--- src/rtl/delta_scan_engine_if.sv ---
// Command/result bundle for delta_scan_engine: one command channel in, one
// result record plus status flags out.
interface delta_scan_engine_if #(
  parameter int IDX_W  = 4,
  parameter int DATA_W = 4,
  parameter int ACC_W  = 16
);
  // Handshake: a command transfers on a rising edge where cmd_valid && cmd_ready.
  // The master holds cmd_* stable while cmd_valid is high; cmd_ready is low only
  // while a scan runs. Result fields are meaningful while res_valid is high and
  // stay put until the next accepted command.
  logic              cmd_valid;
  logic              cmd_ready;
  logic [1:0]        cmd_op;
  logic [IDX_W-1:0]  cmd_lo;
  logic [IDX_W-1:0]  cmd_hi;
  logic [DATA_W-1:0] cmd_data;
  logic              busy;
  logic              res_valid;
  logic              res_found;
  logic [IDX_W-1:0]  res_min;
  logic [IDX_W-1:0]  res_max;
  logic [ACC_W-1:0]  res_sum;
  logic              res_ovf;
  logic              err;
  logic              dbg_state;

  modport master (
    output cmd_valid, cmd_op, cmd_lo, cmd_hi, cmd_data,
    input  cmd_ready, busy, res_valid, res_found, res_min, res_max,
    input  res_sum, res_ovf, err, dbg_state
  );

  modport slave (
    input  cmd_valid, cmd_op, cmd_lo, cmd_hi, cmd_data,
    output cmd_ready, busy, res_valid, res_found, res_min, res_max,
    output res_sum, res_ovf, err, dbg_state
  );
endinterface

--- src/rtl/delta_scan_engine.sv ---
// Difference-array accumulator: range-add/write into a signed cell array, then a
// top-down scan rebuilds delta, count and total and reports min/max hit bins.
module delta_scan_engine #(
  parameter int IDX_W  = 4,
  parameter int DATA_W = 4,
  parameter int CELL_W = 8,
  parameter int ACC_W  = 16
) (
  input  logic                clk,
  input  logic                rst,
  delta_scan_engine_if.slave  bus
);
  localparam int DEPTH = 2 ** IDX_W;

  localparam logic [1:0] OP_CLEAR = 2'b00;
  localparam logic [1:0] OP_WRITE = 2'b01;
  localparam logic [1:0] OP_ADD   = 2'b10;
  localparam logic [1:0] OP_SCAN  = 2'b11;

  typedef enum logic {ST_IDLE = 1'b0, ST_SCAN = 1'b1} state_t;

  state_t                    r_state;
  state_t                    w_state_nxt;
  logic                      w_busy;
  logic                      w_ready;
  logic                      w_accept;

  logic signed [CELL_W-1:0]  r_mem [DEPTH];
  logic [IDX_W-1:0]          r_k;
  logic signed [ACC_W-1:0]   r_delta;
  logic signed [ACC_W-1:0]   r_count;
  logic signed [ACC_W-1:0]   r_total;
  logic                      r_found;
  logic [IDX_W-1:0]          r_min;
  logic [IDX_W-1:0]          r_max;
  logic                      r_ovf;
  logic                      r_done;
  logic                      r_err;

  logic                      r_res_valid;
  logic                      r_res_found;
  logic [IDX_W-1:0]          r_res_min;
  logic [IDX_W-1:0]          r_res_max;
  logic [ACC_W-1:0]          r_res_sum;
  logic                      r_res_ovf;

  logic signed [CELL_W-1:0]  w_cell;
  logic signed [ACC_W-1:0]   w_cell_ext;
  logic signed [ACC_W-1:0]   w_delta_new;
  logic signed [ACC_W-1:0]   w_count_new;
  logic signed [ACC_W-1:0]   w_total_new;
  logic                      w_ovf_step;
  logic signed [CELL_W-1:0]  w_data_cell;
  logic [IDX_W-1:0]          w_lo_m1;

  // ---------------- FSM: state register ----------------
  always_ff @(posedge clk) begin
    if (rst) r_state <= ST_IDLE;
    else     r_state <= w_state_nxt;
  end

  // ---------------- FSM: next state ----------------
  always_comb begin
    w_state_nxt = r_state;
    case (r_state)
      ST_IDLE: if (w_accept && bus.cmd_op == OP_SCAN) w_state_nxt = ST_SCAN;
      ST_SCAN: if (r_k == '0) w_state_nxt = ST_IDLE;
      default: w_state_nxt = ST_IDLE;
    endcase
  end

  // ---------------- FSM: outputs ----------------
  always_comb begin
    w_busy   = (r_state == ST_SCAN);
    w_ready  = !w_busy;
    w_accept = bus.cmd_valid && w_ready;
  end

  // ---------------- scan datapath ----------------
  always_comb begin
    w_cell      = r_mem[r_k];
    w_cell_ext  = ACC_W'(w_cell);
    w_delta_new = r_delta + w_cell_ext;
    w_count_new = r_count + w_delta_new;
    w_total_new = r_total + w_count_new;
    // Signed overflow: operands agree in sign, result disagrees.
    w_ovf_step  = ((r_delta[ACC_W-1] == w_cell_ext[ACC_W-1]) &&
                   (w_delta_new[ACC_W-1] != r_delta[ACC_W-1])) ||
                  ((r_count[ACC_W-1] == w_delta_new[ACC_W-1]) &&
                   (w_count_new[ACC_W-1] != r_count[ACC_W-1])) ||
                  ((r_total[ACC_W-1] == w_count_new[ACC_W-1]) &&
                   (w_total_new[ACC_W-1] != r_total[ACC_W-1]));
    w_data_cell = CELL_W'(bus.cmd_data);
    w_lo_m1     = bus.cmd_lo - 1'b1;
  end

  always_ff @(posedge clk) begin
    if (rst) begin
      for (int i = 0; i < DEPTH; i++) r_mem[i] <= '0;
      r_k         <= '0;
      r_delta     <= '0;
      r_count     <= '0;
      r_total     <= '0;
      r_found     <= 1'b0;
      r_min       <= '0;
      r_max       <= '0;
      r_ovf       <= 1'b0;
      r_done      <= 1'b0;
      r_err       <= 1'b0;
      r_res_valid <= 1'b0;
      r_res_found <= 1'b0;
      r_res_min   <= '0;
      r_res_max   <= '0;
      r_res_sum   <= '0;
      r_res_ovf   <= 1'b0;
    end else begin
      r_err  <= 1'b0;
      r_done <= 1'b0;

      // Results land one edge after the last bin so the final total is settled.
      if (r_done) begin
        r_res_valid <= 1'b1;
        r_res_found <= r_found;
        r_res_min   <= r_min;
        r_res_max   <= r_max;
        r_res_sum   <= r_total;
        r_res_ovf   <= r_ovf;
      end

      if (r_state == ST_SCAN) begin
        r_delta <= w_delta_new;
        r_count <= w_count_new;
        r_total <= w_total_new;
        if (w_ovf_step) r_ovf <= 1'b1;
        // Walking downwards: the first hit is the highest bin, the last the lowest.
        if (w_delta_new != '0) begin
          r_found <= 1'b1;
          r_min   <= r_k;
          if (!r_found) r_max <= r_k;
        end
        r_k <= r_k - 1'b1;
        if (r_k == '0) r_done <= 1'b1;
      end

      if (w_accept) begin
        r_res_valid <= 1'b0;
        case (bus.cmd_op)
          OP_CLEAR: for (int i = 0; i < DEPTH; i++) r_mem[i] <= '0;
          OP_WRITE: r_mem[bus.cmd_hi] <= w_data_cell;
          OP_ADD: begin
            if (bus.cmd_lo <= bus.cmd_hi) begin
              // lo-1 < hi whenever lo <= hi, so the two writes never collide.
              r_mem[bus.cmd_hi] <= r_mem[bus.cmd_hi] + w_data_cell;
              if (bus.cmd_lo != '0) r_mem[w_lo_m1] <= r_mem[w_lo_m1] - w_data_cell;
            end else begin
              r_err <= 1'b1;
            end
          end
          OP_SCAN: begin
            r_k     <= IDX_W'(DEPTH - 1);
            r_delta <= '0;
            r_count <= '0;
            r_total <= '0;
            r_found <= 1'b0;
            r_min   <= '0;
            r_max   <= '0;
            r_ovf   <= 1'b0;
          end
          default: ;
        endcase
      end
    end
  end

  assign bus.cmd_ready = w_ready;
  assign bus.busy      = w_busy;
  assign bus.res_valid = r_res_valid;
  assign bus.res_found = r_res_found;
  assign bus.res_min   = r_res_min;
  assign bus.res_max   = r_res_max;
  assign bus.res_sum   = r_res_sum;
  assign bus.res_ovf   = r_res_ovf;
  assign bus.err       = r_err;
  assign bus.dbg_state = r_state;
endmodule

--- src/flat_wrapper.sv ---
// flat-port wrapper written by rule: the top's interface ports become plain ports
module delta_scan_engine_flat 
#(
  parameter int IDX_W  = 4,
  parameter int DATA_W = 4,
  parameter int CELL_W = 8,
  parameter int ACC_W  = 16
)
  (clk, rst, bus_cmd_valid, bus_cmd_op, bus_cmd_lo, bus_cmd_hi, bus_cmd_data, bus_cmd_ready, bus_busy, bus_res_valid, bus_res_found, bus_res_min, bus_res_max, bus_res_sum, bus_res_ovf, bus_err, bus_dbg_state);
  delta_scan_engine_if #(.IDX_W(IDX_W), .DATA_W(DATA_W), .ACC_W(ACC_W)) bus_i ();
  input  logic clk;
  input  logic rst;
  input wire logic [$bits(bus_i.cmd_valid)-1:0] bus_cmd_valid;
  input wire logic [$bits(bus_i.cmd_op)-1:0] bus_cmd_op;
  input wire logic [$bits(bus_i.cmd_lo)-1:0] bus_cmd_lo;
  input wire logic [$bits(bus_i.cmd_hi)-1:0] bus_cmd_hi;
  input wire logic [$bits(bus_i.cmd_data)-1:0] bus_cmd_data;
  output wire logic [$bits(bus_i.cmd_ready)-1:0] bus_cmd_ready;
  output wire logic [$bits(bus_i.busy)-1:0] bus_busy;
  output wire logic [$bits(bus_i.res_valid)-1:0] bus_res_valid;
  output wire logic [$bits(bus_i.res_found)-1:0] bus_res_found;
  output wire logic [$bits(bus_i.res_min)-1:0] bus_res_min;
  output wire logic [$bits(bus_i.res_max)-1:0] bus_res_max;
  output wire logic [$bits(bus_i.res_sum)-1:0] bus_res_sum;
  output wire logic [$bits(bus_i.res_ovf)-1:0] bus_res_ovf;
  output wire logic [$bits(bus_i.err)-1:0] bus_err;
  output wire logic [$bits(bus_i.dbg_state)-1:0] bus_dbg_state;
  assign bus_i.cmd_valid = bus_cmd_valid;
  assign bus_i.cmd_op = bus_cmd_op;
  assign bus_i.cmd_lo = bus_cmd_lo;
  assign bus_i.cmd_hi = bus_cmd_hi;
  assign bus_i.cmd_data = bus_cmd_data;
  assign bus_cmd_ready = bus_i.cmd_ready;
  assign bus_busy = bus_i.busy;
  assign bus_res_valid = bus_i.res_valid;
  assign bus_res_found = bus_i.res_found;
  assign bus_res_min = bus_i.res_min;
  assign bus_res_max = bus_i.res_max;
  assign bus_res_sum = bus_i.res_sum;
  assign bus_res_ovf = bus_i.res_ovf;
  assign bus_err = bus_i.err;
  assign bus_dbg_state = bus_i.dbg_state;
  delta_scan_engine #(.IDX_W(IDX_W), .DATA_W(DATA_W), .CELL_W(CELL_W), .ACC_W(ACC_W)) u_core (.clk(clk), .rst(rst), .bus(bus_i));
endmodule
--- config.mk ---
export PLATFORM = sky130hd
export DESIGN_NAME = delta_scan_engine_flat
export DESIGN_NICKNAME = d
export VERILOG_FILES = /design/src/rtl/delta_scan_engine_if.sv /design/src/rtl/delta_scan_engine.sv /design/src/flat_wrapper.sv
export SDC_FILE = /design/constraint.sdc
export NUM_CORES = 1
export LEC_CHECK = 0
export ABC_AREA = 0
export CAP_MARGIN = 20
export CORE_MARGIN = 1.5
export CORE_UTILIZATION = 63
export DETAILED_ROUTE_END_ITERATION = 6
export PLACE_DENSITY = 0.89
export SYNTH_ARGS = -nofsm -noshare
export SYNTH_HDL_FRONTEND = slang
export SYNTH_SLANG_ARGS = --single-unit
export TNS_END_PERCENT = 5
--- constraint.sdc ---
create_clock -name clk -period 8.85 [get_ports clk]
set_input_delay 1.3275 -clock clk [delete_from_list [all_inputs] [get_ports clk]]
set_output_delay 1.3275 -clock clk [all_outputs]
set_load 0.03 [all_outputs]
==> results.md <==
* Status: finished with violations
* Failing checks: DRC
* Hold/Removal Path Class: reg2reg
* NetSw at 0.0009960 W
* Worst-path clk slew at 0.06 ns
* CTS Sinks at 220
* N_diodes at 0
* Final #Nets at 1,361
* DRC at 3
* Worst path required time at 9.26 ns
* Synth Cell Area at 14,190 um2
* Worst Clk Skew at 0.02846 ns
* Clock share of power at 0.334
* Layout cells sized above 1 at 0.1603
* Synth Instances at 1,263
* Worst Setup Path Type: reg2reg
* I/O pin cnt at 48
* Logic pwr share at 0.272
* # port buffers at 47
* Synth Area in Compound Gates at 0.1165
* Initial antenna violation count at 0
* WP data arrival at 7.61 ns
* Vias in the first global route at 11,570
* DR pass1 iterations at 7
* Yosys reg bits at 220
* R2R depth at 25
* GPL Wtd Cong at 1.032
* FF-to-FF End: u_core.r_total[15]
* Synth Area in Simple Gates at 0.1105
* Share of power burned in registers at 0.394
* Unique masters post-synth at 61
* Fin. Hold Viols at 0
* Buf/Inv on CP at 2
* Mapped Nets at 1,350
* Adder-Cell Fraction of Synth Area at 0.06507
* Root Driver: clkbuf_16
* Max cap viols at 0
* Antenna-violating nets left at 0
* Max VDD drop at 185.3 uV
* Clock buffer depth at 3
* Period utilization at 0.8136
* Final HPWL DP at 28,970 um
* CTS hold repair buffers at 0
* Register area share after synthesis at 0.4006
* Die Height at 153.1 um
* P per Cell Area at 191.5 nW/um2
* Starting Density at 0.6463
* Async set or reset register ratio after synthesis at 0
* Largest family of logic cells by synthesized area: multiplexers
* RSZ-0062 raised after global routing: false
* Die span in x at 153.1 um
* Overflow after GRT at 0
* Pins Over Slew Limit at 0
* Top delay family on crit path: compound AO/OA/AOI/OAI gates
* Area delta synth->final at 10.54%
* P_int at 0.002009 W
* Crit-path most repeated cell: ha_1
* Vias per cell at 7.514
* TritonCTS clock tree: done
* Synth Flop Type: edfxtp_1
* Mux cell area share after synthesis at 0.2405
* Most common cell after layout, fill and taps aside: edfxtp_1
* Worst-Margin Slew at 1.218 ns
* Setup crit start kind: flop
* Fmax achieved at 138.9 MHz
* Hold depth at 2
* Synth Area in XOR/XNOR at 0.03245
* Leak at 5.601 nW
* Drt total wl at 43,360 um
* Largest net degree at the start of global routing at 60
* Reg-to-reg slack, setup at 1.65 ns
* # Post-CTS Setup Buffers at 0
* Switch share at 0.3315
* Final TNS setup at 0 ns
* Synth Area per Inst at 11.24 um2
* Core box area at 21,960 um2
* CP max stage cell: dfxtp_2
* Total CTS buffers at 24
* WL/cell at 27.60 um
* Worst setup EP type: flop
* Post-synth EDFFs at 128
* DR vias at 11,800
* DRT iter0 DRCs at 1,817
* Crit Path Max Fanout at 20
* Worst Hold End: u_core.r_max[2]
* Gr usage total at 0.3647
* Num rows at 54
* Final setup fails at 0
* Yosys warnings at 0
* Core Util, Final at 0.7144
* Slew HR at 0.1841
* Post-CTS sizing at 0
* Htree depth at 1
* Final worst path period need at 7.200 ns
* Critical Path Max Stage Delay at 0.73 ns
* Worst r2r src: u_core.r_k[0]
* Die area at 23,440 um2
* First-pass GRT wire length at 65,710 um
* Clock Latency Late Sink at 0.56 ns
* HP Start: u_core.r_max[2]
* Most frequent cells in the layout: edfxtp_1, nor2_1, mux4_2
[logic make-up (layout without fill, tap and decap cells)]
logic type,after synthesis,after routing
adder cells (fa/ha/maj),71,71
AND/OR/NAND/NOR,340,340
XOR/XNOR,51,51
flip-flops,220,220
multiplexers,192,192
AO/OA/AOI/OAI,264,264
buffers and inverters,125,153
[how the worst max path moves through the flow]
| stage | startpoint | end | slack (ns) | cells after the start |
|---|---|---|---|---|
| global route | u_core.r_k[0] | u_core.r_total[15] | 1.23 | 26 |
| finish | u_core.r_k[0] | u_core.r_total[15] | 1.65 | 25 |
| floorplan | bus_cmd_lo[0] | u_core.r_mem[10][7] | 1.36 | 19 |
| CTS | u_core.r_k[0] | u_core.r_total[15] | 1.73 | 28 |
| global placement | u_core.r_k[0] | u_core.r_total[15] | 2.05 | 28 |
| detailed placement | u_core.r_k[0] | u_core.r_total[15] | 1.84 | 28 |
[layout make-up]
class	count	area (um2)
flip-flops and latches	220	5688
repair buffers	72	663.1
multi-input cells	918	8064
clock buffers	32	671.9
clock inverters	11	106.4
fillers	1395	6272
well taps	280	350.3
inverters	38	142.6
[cells in the mapped netlist (17+ instances only)]
cell type	n	area, um2
o21ai_0	64	320.3
mux4_2	119	2680
nand3_1	78	390.4
dfxtp_1	92	1842
nor3_1	18	90.09
mux2i_1	71	710.7
nor2_1	120	450.4
nor2b_1	19	118.9
xnor2_1	36	315.3
o22ai_1	92	575.6
inv_1	38	142.6
a21o_1	17	127.6
nand2_1	70	262.8
edfxtp_1	128	3844
buf_1	19	71.32
ha_1	65	813.3
clkbuf_1	60	225.2
a21oi_1	41	205.2
[per-layer routing]
layer  track usage  routed length, um
met1        0.4449              14200
met2        0.5883              20190
met3        0.1026               6124
met4        0.2003               2848
met5       0.01035                  0
[power by group through the flow]
stage	Clock (W)	Sequential [W]	Combinational, W
3_3_place_gp	0	0.00119	0.000730
6_report	0.00100	0.00118	0.000818
4_1_cts	0.000996	0.00118	0.000766
5_1_grt	0.00103	0.00118	0.000847
3_5_place_dp	0	0.00120	0.000756
2_1_floorplan	0	0.00117	0.000549
[tightest hold or removal path: stages (launching register included)]
cell and delay, ns:
dfxtp_1 0.31, nand2_1 0.06, mux2i_1 0.06
[per-stage QoR]
step           instances  total power [W]  hold slack (ns)  cell area, um2  setup slack [ns]
2_1_floorplan       1263         0.001716           0.4344           14190             1.359
3_3_place_gp        1525         0.001924           0.4451           14870             2.053
3_5_place_dp        1525         0.001954           0.4622           14870             1.841
4_1_cts             1568         0.002940           0.4739           15650             1.726
5_1_grt             1571         0.003058           0.4912           15690             1.228
6_report            1571         0.003005           0.4709           15690             1.650
[state kept, by name, indices dropped and copies added, names as in the netlist, 4 cells and up]
name,cells
u_core.r_k,4
u_core.r_mem,128
u_core.r_min,4
u_core.bus.res_max,4
u_core.r_max,4
u_core.bus.res_min,4
u_core.r_total,16
u_core.bus.res_sum,16
u_core.r_count,16
u_core.r_delta,16
No activity file was read; power rests on OpenSTA's default activity.
==> edit (same settings) <==
`IDX_W` is set to 4 in 3 places; all go to 2.
--- a/src/rtl/delta_scan_engine_if.sv
+++ b/src/rtl/delta_scan_engine_if.sv
@@ -1,7 +1,7 @@
 // Command/result bundle for delta_scan_engine: one command channel in, one
 // result record plus status flags out.
 interface delta_scan_engine_if #(
-  parameter int IDX_W  = 4,
+  parameter int IDX_W  = 2,
   parameter int DATA_W = 4,
   parameter int ACC_W  = 16
 );
--- a/src/rtl/delta_scan_engine.sv
+++ b/src/rtl/delta_scan_engine.sv
@@ -1,7 +1,7 @@
 // Difference-array accumulator: range-add/write into a signed cell array, then a
 // top-down scan rebuilds delta, count and total and reports min/max hit bins.
 module delta_scan_engine #(
-  parameter int IDX_W  = 4,
+  parameter int IDX_W  = 2,
   parameter int DATA_W = 4,
   parameter int CELL_W = 8,
   parameter int ACC_W  = 16
--- a/src/flat_wrapper.sv
+++ b/src/flat_wrapper.sv
@@ -1,7 +1,7 @@
 // flat-port wrapper written by rule: the top's interface ports become plain ports
 module delta_scan_engine_flat 
 #(
-  parameter int IDX_W  = 4,
+  parameter int IDX_W  = 2,
   parameter int DATA_W = 4,
   parameter int CELL_W = 8,
   parameter int ACC_W  = 16
Interface: changed (resized bus_cmd_hi, bus_cmd_lo, bus_res_max and bus_res_min); port bits go from 48 to 40. The function was not compared with the original's and may differ.
==> edit against the original RTL <==
- combinational power decreased by 64%
- power decreased by 48%
- sequential share of layout area decreased by 5.9 points
- sequential cell count decreased by 106
- sequential power decreased by 52%
- synthesized cell count decreased by 38%
- non-clock buffer count decreased by 30
- cell count decreased by 38%
- design area decreased by 45%
- worst setup slack improved by 0.75 ns
- synthesized area decreased by 47%
- first-iteration DRC count decreased by 60%
- routed wire length decreased by 55%
- critical path type unchanged
- largest cell class unchanged
- largest power group is now clock
==> edit: results (changes against the original RTL) <==
metric,value,unit,change
Fillers,777,,-44%
Nets,892,,-34%
reg2reg path depth,23,,-8.0%
"Top FF cell, synth",dfxtp_1,,
clock network power,697,uW,-30%
met2 GRT Util,54.4,%,-4.4 points
Clock buffer cells,20,,-38%
fin cells,968,,-38%
Synth cell types,58,,-4.9%
DRC viols,0,,-3
number of flops mapped to enable cells by yosys,32,,-75%
total CTS buffers,17,,-29%
sequential share of power,36.5,%,-2.9 points
met2 WL post-DR,9.60,mm,-52%
Clock-cell share,7.08,%,+2.1 points
share of layout cells above drive strength 1,8.48,%,-7.5 points
Worst-Margin Slew,1.01,ns,-0.207 ns
vias per inst,6.58,,-12%
fmax,155,MHz,+12%
Synth area leaders,"dfxtp_1, edfxtp_1, ha_1, mux2i_1, mux4_2",,
Synth top cells by count,"nor2_1, dfxtp_1, mux2i_1",,
status,"complete, no violations",,
met1 usage,38.3,%,-6.2 points
Post-Route M1 WL,7.61,mm,-46%
Max H-tree Level,4,,+3
syn nets,864,,-36%
NonClk Buf Share,4.81,%,+0.59 points
CP max FO,11,,-45%
"Power, Total",1.56,mW,-48%
core area,11500,um2,-48%
multi-input gate count,599,,-35%
Iteration-0 DRC Markers,718,,-60%
dpl cell area,7970,um2,-46%
register area,2600,um2,-54%
Port-buffer cells,39,,-17%
HPWL Detailed,13.2,mm,-55%
maximum vdd drop,0.000158,V,-15%
per-cell routed wire length,19.9,um,-28%
Placer Congestion,0.944,,-8.5%
first-pass GRT wire length,31.7,mm,-52%
Pleak,3.41,nW,-39%
## edit: cell count changes after synthesis, moves of 9 or more
cell and change:
edfxtp_1 -96, mux4_2 -95, o22ai_1 -73, nand3_1 -55, o21ai_0 -43, clkbuf_1 -34
nand2_1 -31, a21oi_1 -14, o21ai_1 +14, buf_1 -13, nor2_1 -13, dfxtp_1 -10
nand2b_1 +9
## edit: logic make-up (layout without fill, tap and decap cells)
group,after synthesis,in the layout,synth area share [%]
and+or+nand+nor,234,234,14.2
AOI/OAI and AO/OA,157,157,13.8
DFF,114,114,34.7
muxes,91,91,16.2
buffers and inverters,71,112,3.60
adders and majority gates,69,69,11.9
xor gates and xnor gates,48,48,5.60
## edit: how the worst min path moves through the flow
stage                               start              end  depth (start not counted)
after global routing      u_core.r_max[0]  u_core.r_max[0]                          2
after CTS                 u_core.r_max[0]  u_core.r_max[0]                          2
final                     u_core.r_max[0]  u_core.r_max[0]                          2
after detailed placement  u_core.r_max[0]  u_core.r_max[0]                          2
after global placement    u_core.r_max[0]  u_core.r_max[0]                          2
after floorplan           u_core.r_max[0]  u_core.r_max[0]                          2
## edit: critical path, cell delays in order, from the launching register on
cell	delay, ns
dfxtp_1	0.74
mux4_2	0.59
ha_1	0.23
inv_1	0.08
fa_1	0.22
nor2b_1	0.07
o31a_1	0.29
a21oi_1	0.32
ha_1	0.34
or3_1	0.36
o211ai_1	0.11
a21oi_1	0.11
o21ai_0	0.17
nand2b_1	0.08
a21oi_1	0.18
xnor2_1	0.17
ha_1	0.31
and3_1	0.16
a221oi_1	0.39
o21ai_0	0.23
o41ai_1	0.65
xnor2_1	0.20
o211ai_1	0.19
o41ai_1	0.10
